## config.mk

```make
export PLATFORM = sky130hd
export DESIGN_NAME = shift_right
export DESIGN_NICKNAME = d
export VERILOG_FILES = /design/src/rtl/shift_right_pkg.sv /design/src/rtl/shift_right_bitcnt.sv /design/src/rtl/shift_right.sv
export SDC_FILE = /design/constraint.sdc
export NUM_CORES = 1
export LEC_CHECK = 0
export BUFFER_PORTS_ARGS = -buffer_cell sky130_fd_sc_hd__buf_4
export CORE_MARGIN = 5
export CORE_UTILIZATION = 45
export CTS_BUF_LIST = sky130_fd_sc_hd__clkbuf_8
export DETAILED_ROUTE_END_ITERATION = 16
export PLACE_DENSITY = 0.69
export SYNTH_ARGS = -nofsm -noshare
export SYNTH_HDL_FRONTEND = slang
export SYNTH_SLANG_ARGS = --single-unit
```

## constraint.sdc

```tcl
create_clock -name clk -period 1.7 [get_ports clk]
set_clock_uncertainty 0.2 [all_clocks]
set_input_delay 0.17 -clock clk [delete_from_list [all_inputs] [get_ports clk]]
set_output_delay 0.17 -clock clk [all_outputs]
set_load 0.02 [all_outputs]
```

## src/rtl/shift_right_pkg.sv

```systemverilog
// Shared types and sizing helpers for the shift_right serializer.
// Holds the FSM state type, the frame-length and counter-width helpers, and
// the parity build switch (SHIFT_RIGHT_PARITY_EN) as a package constant.
package shift_right_pkg;

    typedef enum logic {
        IDLE  = 1'b0,
        SHIFT = 1'b1
    } state_e;

`ifdef SHIFT_RIGHT_PARITY_EN
    localparam bit PARITY_EN = 1'b1;
`else
    localparam bit PARITY_EN = 1'b0;
`endif

    // Number of bits presented per frame: the data word plus an optional parity bit.
    function automatic int frame_len(input int width, input bit parity_en);
        return width + (parity_en ? 1 : 0);
    endfunction

    // Counter width large enough to hold 0..width.
    function automatic int cnt_width(input int width);
        return $clog2(width + 1);
    endfunction

endpackage

```

## src/rtl/shift_right_bitcnt.sv

```systemverilog
// Frame bit counter: counts presented bits and flags the final one.
// Latency: clear/increment take effect on the next rising edge; tc_o is decoded from the count register.
// Backpressure: en_i low holds the count; the count saturates at TC_VAL and never wraps.
//
// Ports:
//   clk   - system clock
//   rst   - synchronous active-high reset (count -> 0)
//   clr_i - clear count to 0 (priority over en_i)
//   en_i  - advance count by one
//   tc_o  - count equals TC_VAL (final frame bit is on the output)
module shift_right_bitcnt
    import shift_right_pkg::*;
#(
    parameter int CNT_W  = 4,
    parameter int TC_VAL = 7
) (
    input  logic clk,
    input  logic rst,
    input  logic clr_i,
    input  logic en_i,
    output logic tc_o
);

    localparam logic [CNT_W-1:0] TC = CNT_W'(TC_VAL);

    logic [CNT_W-1:0] cnt_q;
    logic [CNT_W-1:0] cnt_d;

    always_comb begin
        cnt_d = cnt_q;
        if (clr_i) begin
            cnt_d = '0;
        end else if (en_i && (cnt_q != TC)) begin
            // Hold at the terminal value; the owner clears on frame exit.
            cnt_d = cnt_q + CNT_W'(1);
        end
    end

    always_ff @(posedge clk) begin
        if (rst) begin
            cnt_q <= '0;
        end else begin
            cnt_q <= cnt_d;
        end
    end

    assign tc_o = (cnt_q == TC);

endmodule

```

## src/rtl/shift_right.sv

```systemverilog
// Parallel-in, serial-out right-shift serializer, LSB first, with valid/last framing.
// Latency: word accepted at edge N shows bit 0 on out from N to N+1; one bit per enabled cycle.
// Backpressure: shift_en low stalls with all state held; in_ready low (load ignored) while a frame is in flight.
//
// Ports:
//   clk, rst   - system clock, synchronous active-high reset
//   a, load    - parallel word and load request (taken only when in_ready)
//   in_ready   - idle, able to accept a word
//   shift_en   - advance enable for the serial stream
//   out        - serial bit (registered)
//   out_valid  - out carries a frame bit
//   out_last   - out carries the final frame bit
// Build option: SHIFT_RIGHT_PARITY_EN appends an even-parity bit after the data bits.
module shift_right
    import shift_right_pkg::*;
#(
    parameter int WIDTH = 8
) (
    input  logic             clk,
    input  logic             rst,
    input  logic [WIDTH-1:0] a,
    input  logic             load,
    output logic             in_ready,
    input  logic             shift_en,
    output logic             out,
    output logic             out_valid,
    output logic             out_last
);

    localparam int CNT_W = cnt_width(WIDTH);
    localparam int FRAME = frame_len(WIDTH, PARITY_EN);

    state_e           state_q;
    // Shift register spans the whole frame; with parity the parity register
    // sits above the data bits and falls into bit 0 after the last data bit.
    logic [FRAME-1:0] sreg_q;
    logic [FRAME-1:0] load_word;
    logic             accept;
    logic             advance;
    logic             tc;

`ifdef SHIFT_RIGHT_PARITY_EN
    assign load_word = {^a, a};
`else
    assign load_word = a;
`endif

    assign accept  = (state_q == IDLE) && load;
    assign advance = (state_q == SHIFT) && shift_en;

    shift_right_bitcnt #(
        .CNT_W  (CNT_W),
        .TC_VAL (FRAME - 1)
    ) u_bitcnt (
        .clk   (clk),
        .rst   (rst),
        .clr_i (accept || (advance && tc)),
        .en_i  (advance),
        .tc_o  (tc)
    );

    always_ff @(posedge clk) begin
        if (rst) begin
            state_q <= IDLE;
            sreg_q  <= '0;
        end else begin
            case (state_q)
                IDLE: begin
                    if (load) begin
                        sreg_q  <= load_word;
                        state_q <= SHIFT;
                    end
                end
                SHIFT: begin
                    if (shift_en) begin
                        if (tc) begin
                            // Clearing here keeps out at 0 while idle.
                            sreg_q  <= '0;
                            state_q <= IDLE;
                        end else begin
                            sreg_q <= sreg_q >> 1;
                        end
                    end
                end
                default: begin
                    state_q <= IDLE;
                    sreg_q  <= '0;
                end
            endcase
        end
    end

    // All outputs come from registered state only.
    assign out       = sreg_q[0];
    assign in_ready  = (state_q == IDLE);
    assign out_valid = (state_q == SHIFT);
    assign out_last  = (state_q == SHIFT) && tc;

endmodule

```

; ---- Word level (Yosys, flattened, before mapping)
; Index checks and enable logic that the tools add are counted.
[totals]
reg_bits = 13
input_bits = 12
out_inout_bits = 4
elab_cells = 25
[op_classes]
n_addsub = 1
n_eq_ne = 4
mux = 8
n_bitwise = 1
reduce_logical = 8
[op_table]
columns = cell, count
row1 = 8-bit two-way mux, 2
row2 = 8-bit one-hot mux with 2 select lines, 1
row3 = 7-bit two-way mux, 1
row4 = 1-bit logical AND, 5
row5 = 4-bit by 1-bit adder with 4-bit output (second input constant), 1
row6 = 4-bit by 3-bit equality test with 1-bit output (second input constant), 1
row7 = 2-bit inequality test (second input constant), 2
row8 = 4-bit by 3-bit inequality test with 1-bit output (second input constant), 1
row9 = 1-bit two-way mux, 3
row10 = 1-bit one-hot mux with 2 select lines, 1
row11 = 2-bit AND reduction, 1
row12 = 2-bit OR reduction, 1
row13 = 1-bit logical OR, 1
row14 = 1-bit inverter, 1

; ---- Longest topological paths before layout
; Gate-level depths: netlist of run 1.
[logic_depth]
word_depth = 4
ltp_mapped = 5

; ---- Cells and area by module
; A second synthesis of run 1 with hierarchy kept.
[unflattened]
cells_unflattened = 75
hier_area_um2 = 651.9
[modules_own_cells]
columns = module, n_inst, cells_each, area_per_inst_um2, seq_area_each_um2
row1 = shift_right, 1, 52, 444.2, 180.2
row2 = shift_right_bitcnt, 1, 23, 207.7, 80.1

; ---- Least setup slack after synthesis of run 1
; Ideal clock, no wire load.
[synth_path]
kind = register -> output
start = register state_q, in the netlist out_valid
end = output out_last
arrival_ps = 1160
required_ps = 1330
setup_slack_ps = 170
stages_incl_launch_ff = 4
cell_sequence = dfxtp_1 buf_2 inv_1 nor2_1
[synth_between]
elab_chain_len = 1
[synth_rtl]
columns = element, line
row1 = "start, declared", shift_right.sv:33  ; state_e state_q;
row2 = "start signal, assigned", shift_right.sv:64  ; state_q <= IDLE;
row3 = "start signal, assigned", shift_right.sv:71  ; state_q <= SHIFT;
row4 = "start signal, assigned", shift_right.sv:79  ; state_q <= IDLE;
row5 = 1-bit logical AND, shift_right.sv:97  ; assign out_last = (state_q == SHIFT) && tc;
row6 = "end, declared", shift_right.sv:27  ; output logic out_last
; No other way between the ends.

; ---- Final worst setup path of run 1
[layout_path]
start = register u_bitcnt.cnt_q[0]
end = output out_last
[layout_between]
elab_chain_len = 2
[layout_rtl]
columns = element, line
row1 = "start, declared", shift_right_bitcnt.sv:26  ; logic [CNT_W-1:0] cnt_q;
row2 = "start signal, assigned", shift_right_bitcnt.sv:43  ; cnt_q <= cnt_d;
row3 = 4-bit by 3-bit equality test with 1-bit output, shift_right_bitcnt.sv:47  ; assign tc_o = (cnt_q == TC);
row4 = 1-bit logical AND, shift_right.sv:97
; No other way between the ends.

==> metrics.cfg, run 1 <==
[final_layout]
layout.nets = 106
drive_gt1_share_pct = 26.1
final_cell_mix = 19 x buf_4, 12 x dfxtp_1, 11 x nand3_1
area_growth_pct = 31.1
antennaDiodeCount = 0
final_util_pct = 61.9
nFillCells = 108
post-route-cell-area_sq_um = 796
final_common_cell = buf_4

[critical_path]
crit_type = flop to output pin
path_buf_inv = 1
cpMaxStageDelayCell = dfxtp_1
r2r_slack_ps = 160
r2r_cells = 3
cp_data_required_time_ps = 1330
end_kind = output pin
crit_family = flip-flops
reg2reg_from = u_bitcnt.cnt_q[0]
r2r_end = u_bitcnt.cnt_q[3]
cp-start-kind = flop
crit_arrival_ps = 1190
path_cells = ha_1 -> nand3b_1 -> nor2_1 -> buf_4
crit_fanout = 4
cpPeakStageDelay_ps = 370

[global_routing]
grt_pass1_wl_microns = 2230
grt_max_degree = 14
grt-ovfl-total = 0
track_usage_pct = 14.6
first_global_vias = 507
antenna_found_initial = 0

[pwr]
seq_power_share_pct = 47.5
swShare_pct = 24.7
clkPwrFrac_pct = 37.5
power_switching_uw = 176
powerDensity_nw_per_um2 = 897
ir_drop_v = 0.000526
p_int_uw = 537
power_frac_comb_pct = 15.0
p_leak_nw = 0.308
power_uw = 713

[clocking]
numCtsBuffers = 3
cts_tree = done
cts_max_path_buffers = 2
clkSlewWorstSetupHoldPaths_ps = 60
clock_latency_ps = 240
clockRootBuffer = clkbuf_8
numClockSinks = 13
h-tree-depth = 1

[routing]
drt_iter0_drc = 10
wire_per_inst_microns = 13.1
num_vias = 615
ant_nets = 0
drt_first_pass_iters = 4
via_per_inst = 5.75
drcViolationCount = 0
finalWirelength_microns = 1400

[floorplanning]
pin_count = 16
rows = 13
core_area_sq_um = 1280
dieHeight_microns = 46.7
start_util_pct = 47.2
die_x_microns = 46.7
die_area_sq_um = 2180

[placement]
hpwl_microns = 970
gp_congestion = 0.807
placed_cell_area_sq_um = 732
io_buffer_count = 15

[min_path]
hold_path_class = input port to flop
hold_start = rst
whs_path_depth = 2
hold_end = sreg_q[7]

[synth]
yosysWarningCount = 0
syn-num-nets = 87
synth_area_sq_um = 607
synthCells = 74
syn_avg_cell_area_sq_um = 8.20
synth.yosys.seq_area_share_pct = 42.9
yosysUniqueCellTypes = 19
ys_ff_latch = 13

[timing]
max_slew_margin_pct = 78.7
drv_slew = 0
rsz0062_at_grt = false
fin_crit_sh_pct = 92.0
worst_slew_pin_slew_ps = 319
setup_viol = 0
setup_tns_ps = 0
period_minus_slack_ps = 1560
fmax_mhz = 639
hold_viol = 0

[flow_run]
drv_cap = 0

[status]
status = complete, no violations

==> Yosys cell counts, drive strengths merged <==
library cell	instances	area (sq um)
xor2	1	8.76
clkbuf	1	3.75
nand3	11	55.1
ha	1	12.5
nand2	4	15.0
inv	1	3.75
or4	1	7.51
nor2	3	11.3
nand2b	1	6.26
nor2b	1	6.26
o21ai	8	40.0
nor3	9	45.0
nand3b	2	15.0
and2	1	6.26
a21oi	1	5.00
buf	5	25.0
dfxtp	13	260
a211oi	10	80.1
==> flip-flops by register name (all words and copies together) (netlist names) <==
name and flops:
sreg_q 8, out_valid 1, u_bitcnt.cnt_q 4
==> cells by family (layout without fill, tap and decap cells) <==
| group | count (synthesis) | after routing | synth area share [%] |
|---|---|---|---|
| compound gates | 19 | 19 | 20.6 |
| xor+xnor | 1 | 1 | 1.44 |
| fa+ha+maj | 1 | 1 | 2.06 |
| buf+inv | 7 | 25 | 5.36 |
| flops | 13 | 13 | 42.9 |
| simple gates | 33 | 33 | 27.6 |
==> cell type report <==
cell class / count / area [sq um] / share of cell area, %
Clock inverter: 1 / 3.75 / 0.472
Timing Repair Buffer: 20 / 153 / 19.2
Sequential cell: 13 / 262 / 32.9
Clock buffer: 3 / 41.3 / 5.19
Tap cell: 15 / 18.8 / 2.36
Inverter: 1 / 3.75 / 0.472
Multi-Input combinational cell: 54 / 314 / 39.5
==> per-layer routing <==
metal,track usage (%),vias up,wire length (microns)
met5,0,-,0
met4,9.94,0,28
met1,19.7,271,574
li1,-,306,-
met2,20.9,34,666
met3,2.73,4,127
==> how the worst max path moves through the flow <==
stage | start | to | depth (start not counted)
after floorplan | out_valid | out_last | 3
after CTS | out_valid | out_last | 4
final | u_bitcnt.cnt_q[0] | out_last | 4
after global routing | u_bitcnt.cnt_q[0] | out_last | 4
after global placement | u_bitcnt.cnt_q[0] | out_last | 4
after detailed placement | u_bitcnt.cnt_q[0] | out_last | 4
==> timing repair <==
item,4_1_cts,5_1_grt
resized for setup,0,1
setup endpoints to repair,1,1
endpoints found under the hold margin,1,0
hold buffers,1,0
setup buffers,1,0
pin swaps,0,0
==> per-stage QoR <==
stage | hold WS, ps | setup WS [ps] | instances
after floorplan | 43.0 | 170 | 74
after global placement | 223 | 173 | 101
after detailed placement | 231 | 151 | 101
after CTS | 8.91 | 90.8 | 107
after global routing | 24.8 | 14.0 | 107
final | 12.6 | 136 | 107
==> power groups by stage <==
stage	sequential (mW)	combinational (mW)	clock, mW
finish	0.339	0.107	0.268
global route	0.341	0.118	0.287
CTS	0.338	0.107	0.276
detailed placement	0.345	0.105	0
global placement	0.344	0.104	0
floorplan	0.345	0.0594	0
(Power assumes the default switching activity.)
==> inputs of run 2 (changes only) <==
==> constraint.sdc (replaced) <==
create_clock -name clk -period 1.59 [get_ports clk]
set_clock_uncertainty 0.2 [all_clocks]
set_input_delay 0.159 -clock clk [delete_from_list [all_inputs] [get_ports clk]]
set_output_delay 0.159 -clock clk [all_outputs]
set_load 0.02 [all_outputs]
==> metrics.cfg, run 2 (synthesized netlist as in run 1, its figures left out) <==
[status]
status = complete, no violations  ; unchanged

[global_routing]
grt_pass1_wl_microns = 2550  ; was 2230 microns
grt_max_degree = 14  ; unchanged
grt-ovfl-total = 0  ; unchanged
antenna_found_initial = 0  ; unchanged
first_global_vias = 591  ; was 507
track_usage_pct = 16.3  ; was 14.6%

[final_layout]
drive_gt1_share_pct = 33.3  ; was 26.1%
antennaDiodeCount = 0  ; unchanged
regMostFlops = sreg_q  ; unchanged
layout.nets = 110  ; was 106
nFillCells = 110  ; was 108
final_cell_mix = 20 x buf_4, 11 x nand3_1, 10 x dfxtp_1  ; was 19 x buf_4, 12 x dfxtp_1, 11 x nand3_1
final_cells = 111  ; was 107
largest_reg_flops = 8  ; unchanged
area_growth_pct = 42.7  ; was 31.1%
final_common_cell = buf_4  ; unchanged

[clocking]
numCtsBuffers = 3  ; unchanged
numClockSinks = 13  ; unchanged
cts_tree = done  ; unchanged
cts_max_path_buffers = 2  ; unchanged
clock_latency_ps = 240  ; about the same
clkSlewWorstSetupHoldPaths_ps = 50  ; was 60 ps
clockRootBuffer = clkbuf_8  ; unchanged
h-tree-depth = 1  ; unchanged

[floorplanning]
die_x_microns = 46.7  ; unchanged
start_util_pct = 47.2  ; unchanged
rows = 13  ; unchanged
pin_count = 16  ; unchanged
dieHeight_microns = 46.7  ; unchanged
die_area_sq_um = 2180  ; unchanged
core_area_sq_um = 1280  ; unchanged

[critical_path]
r2r_cells = 6  ; was 3
cpPeakStageDelay_ps = 350  ; was 370 ps
r2r_slack_ps = 30  ; was 160 ps
end_kind = flop  ; was output pin
crit_family = flip-flops  ; unchanged
cp_data_required_time_ps = 1520  ; was 1330 ps
crit_type = flop to flop  ; was flop to output pin
cpMaxStageDelayCell = dfxtp_4  ; was dfxtp_1
cp_common_cell = nand3b_1
path_cells = ha_4 -> nand3b_1 -> buf_6 -> buf_4 -> nand3b_1 -> a211oi_1  ; was ha_1 -> nand3b_1 -> nor2_1 -> buf_4
cp-start-kind = flop  ; unchanged
path_buf_inv = 2  ; was 1
crit_fanout = 10  ; was 4
r2r_end = u_bitcnt.cnt_q[0]  ; was u_bitcnt.cnt_q[3]
reg2reg_from = u_bitcnt.cnt_q[0]  ; unchanged
crit_arrival_ps = 1490  ; was 1190 ps

[routing]
num_vias = 645  ; was 615
wire_per_inst_microns = 14.4  ; was 13.1 microns
drt_iter0_drc = 8  ; was 10
finalWirelength_microns = 1600  ; was 1400 microns
ant_nets = 0  ; unchanged
drcViolationCount = 0  ; unchanged
drt_first_pass_iters = 5  ; was 4
via_per_inst = 5.81  ; was 5.75

[min_path]
whs_path_depth = 3  ; was 2
hold_end = out_valid  ; was sreg_q[7]
hold_start = load  ; was rst
hold_path_class = input port to flop  ; unchanged

[timing]
period_minus_slack_ps = 1560
worst_slew_pin_slew_ps = 358  ; was 319 ps
fmax_mhz = 642
max_slew_margin_pct = 76.1  ; was 78.7%
hold_viol = 0  ; unchanged
drv_slew = 0  ; unchanged
fin_crit_sh_pct = 98.0
hold_ws_ps = 2.57  ; was 12.6 ps
setup_viol = 0  ; unchanged

[pwr]
p_leak_nw = 0.328  ; was 0.308 nW
powerDensity_nw_per_um2 = 889  ; was 897 nW/um^2
ir_drop_v = 0.000699  ; was 0.000526 V

[placement]
gp_congestion = 0.818  ; was 0.807
hpwl_microns = 966  ; was 970 microns
io_buffer_count = 15  ; unchanged
dp_cells = 103  ; was 101

[flow_run]
drv_cap = 0  ; unchanged

run 2: changes by cell type in the layout (fill, tap and decap cells not counted), sizes merged:
cell | previous run | this run
buf | 19 | 22
dlygate4sd3 | 1 | 2
run 2: area by class of cell:
cell class | instances | area (sq um) | area share [%]
multi-input cells | 54 | 339 | 39.2
flip-flops and latches | 13 | 267 | 30.8
repair buffers | 24 | 193 | 22.3
clock buffers | 3 | 41.3 | 4.77
well taps | 15 | 18.8 | 2.17
clock inverters | 1 | 3.75 | 0.434
inverters | 1 | 3.75 | 0.434
run 2: power by group:
group	internal (mW)	leakage (nW)	switching, mW
clock network	0.170	0.0269	0.113
logic	0.0620	0.193	0.0645
registers	0.347	0.108	0.0136
total	0.579	0.328	0.191
run 2: how the worst max path moves through the flow:
stage | start | end | slack (ps) | depth (start not counted)
detailed placement | u_bitcnt.cnt_q[0] | u_bitcnt.cnt_q[3] | 80 | 3
floorplan | out_valid | out_last | 70 | 3
global route | u_bitcnt.cnt_q[0] | sreg_q[1] | -40 | 6
global placement | u_bitcnt.cnt_q[0] | u_bitcnt.cnt_q[3] | 90 | 3
finish | u_bitcnt.cnt_q[0] | u_bitcnt.cnt_q[0] | 30 | 6
CTS | u_bitcnt.cnt_q[0] | out_last | 9 | 5
run 2: repair_timing:
item / CTS / global route
endpoints found under the hold margin: 1 / 0
setup endpoints to repair: 1 / 5
resized for setup: 6 / 5
hold buffers: 2 / 0
buffers inserted: 1 / 1
run 2: routing by layer:
layer	share of wire, %	track usage (%)
met5	0	0
met3	7.8	7.42
met2	51	26.4
met4	0.31	4.42
met1	41	19.6
run 2: stage by stage:
step	util (%)	setup slack, ps	TNS (ps)	cell area, sq um	total power, mW
5_1_grt	67.4	-39.2	-60.3	866	0.817
4_1_cts	64.9	8.52	0	835	0.775
2_1_floorplan	-	71.3	0	607	0.432
3_3_place_gp	58.1	94.9	0	747	0.482
3_5_place_dp	58.1	78.0	0	747	0.484
6_report	67.4	32.2	0	866	0.770
run 2: worst min-delay path, delay by kind of cell:
kind | cells | cell delay, ps
buffers and inverters | 1 | 120
and+or+nand+nor | 2 | 130
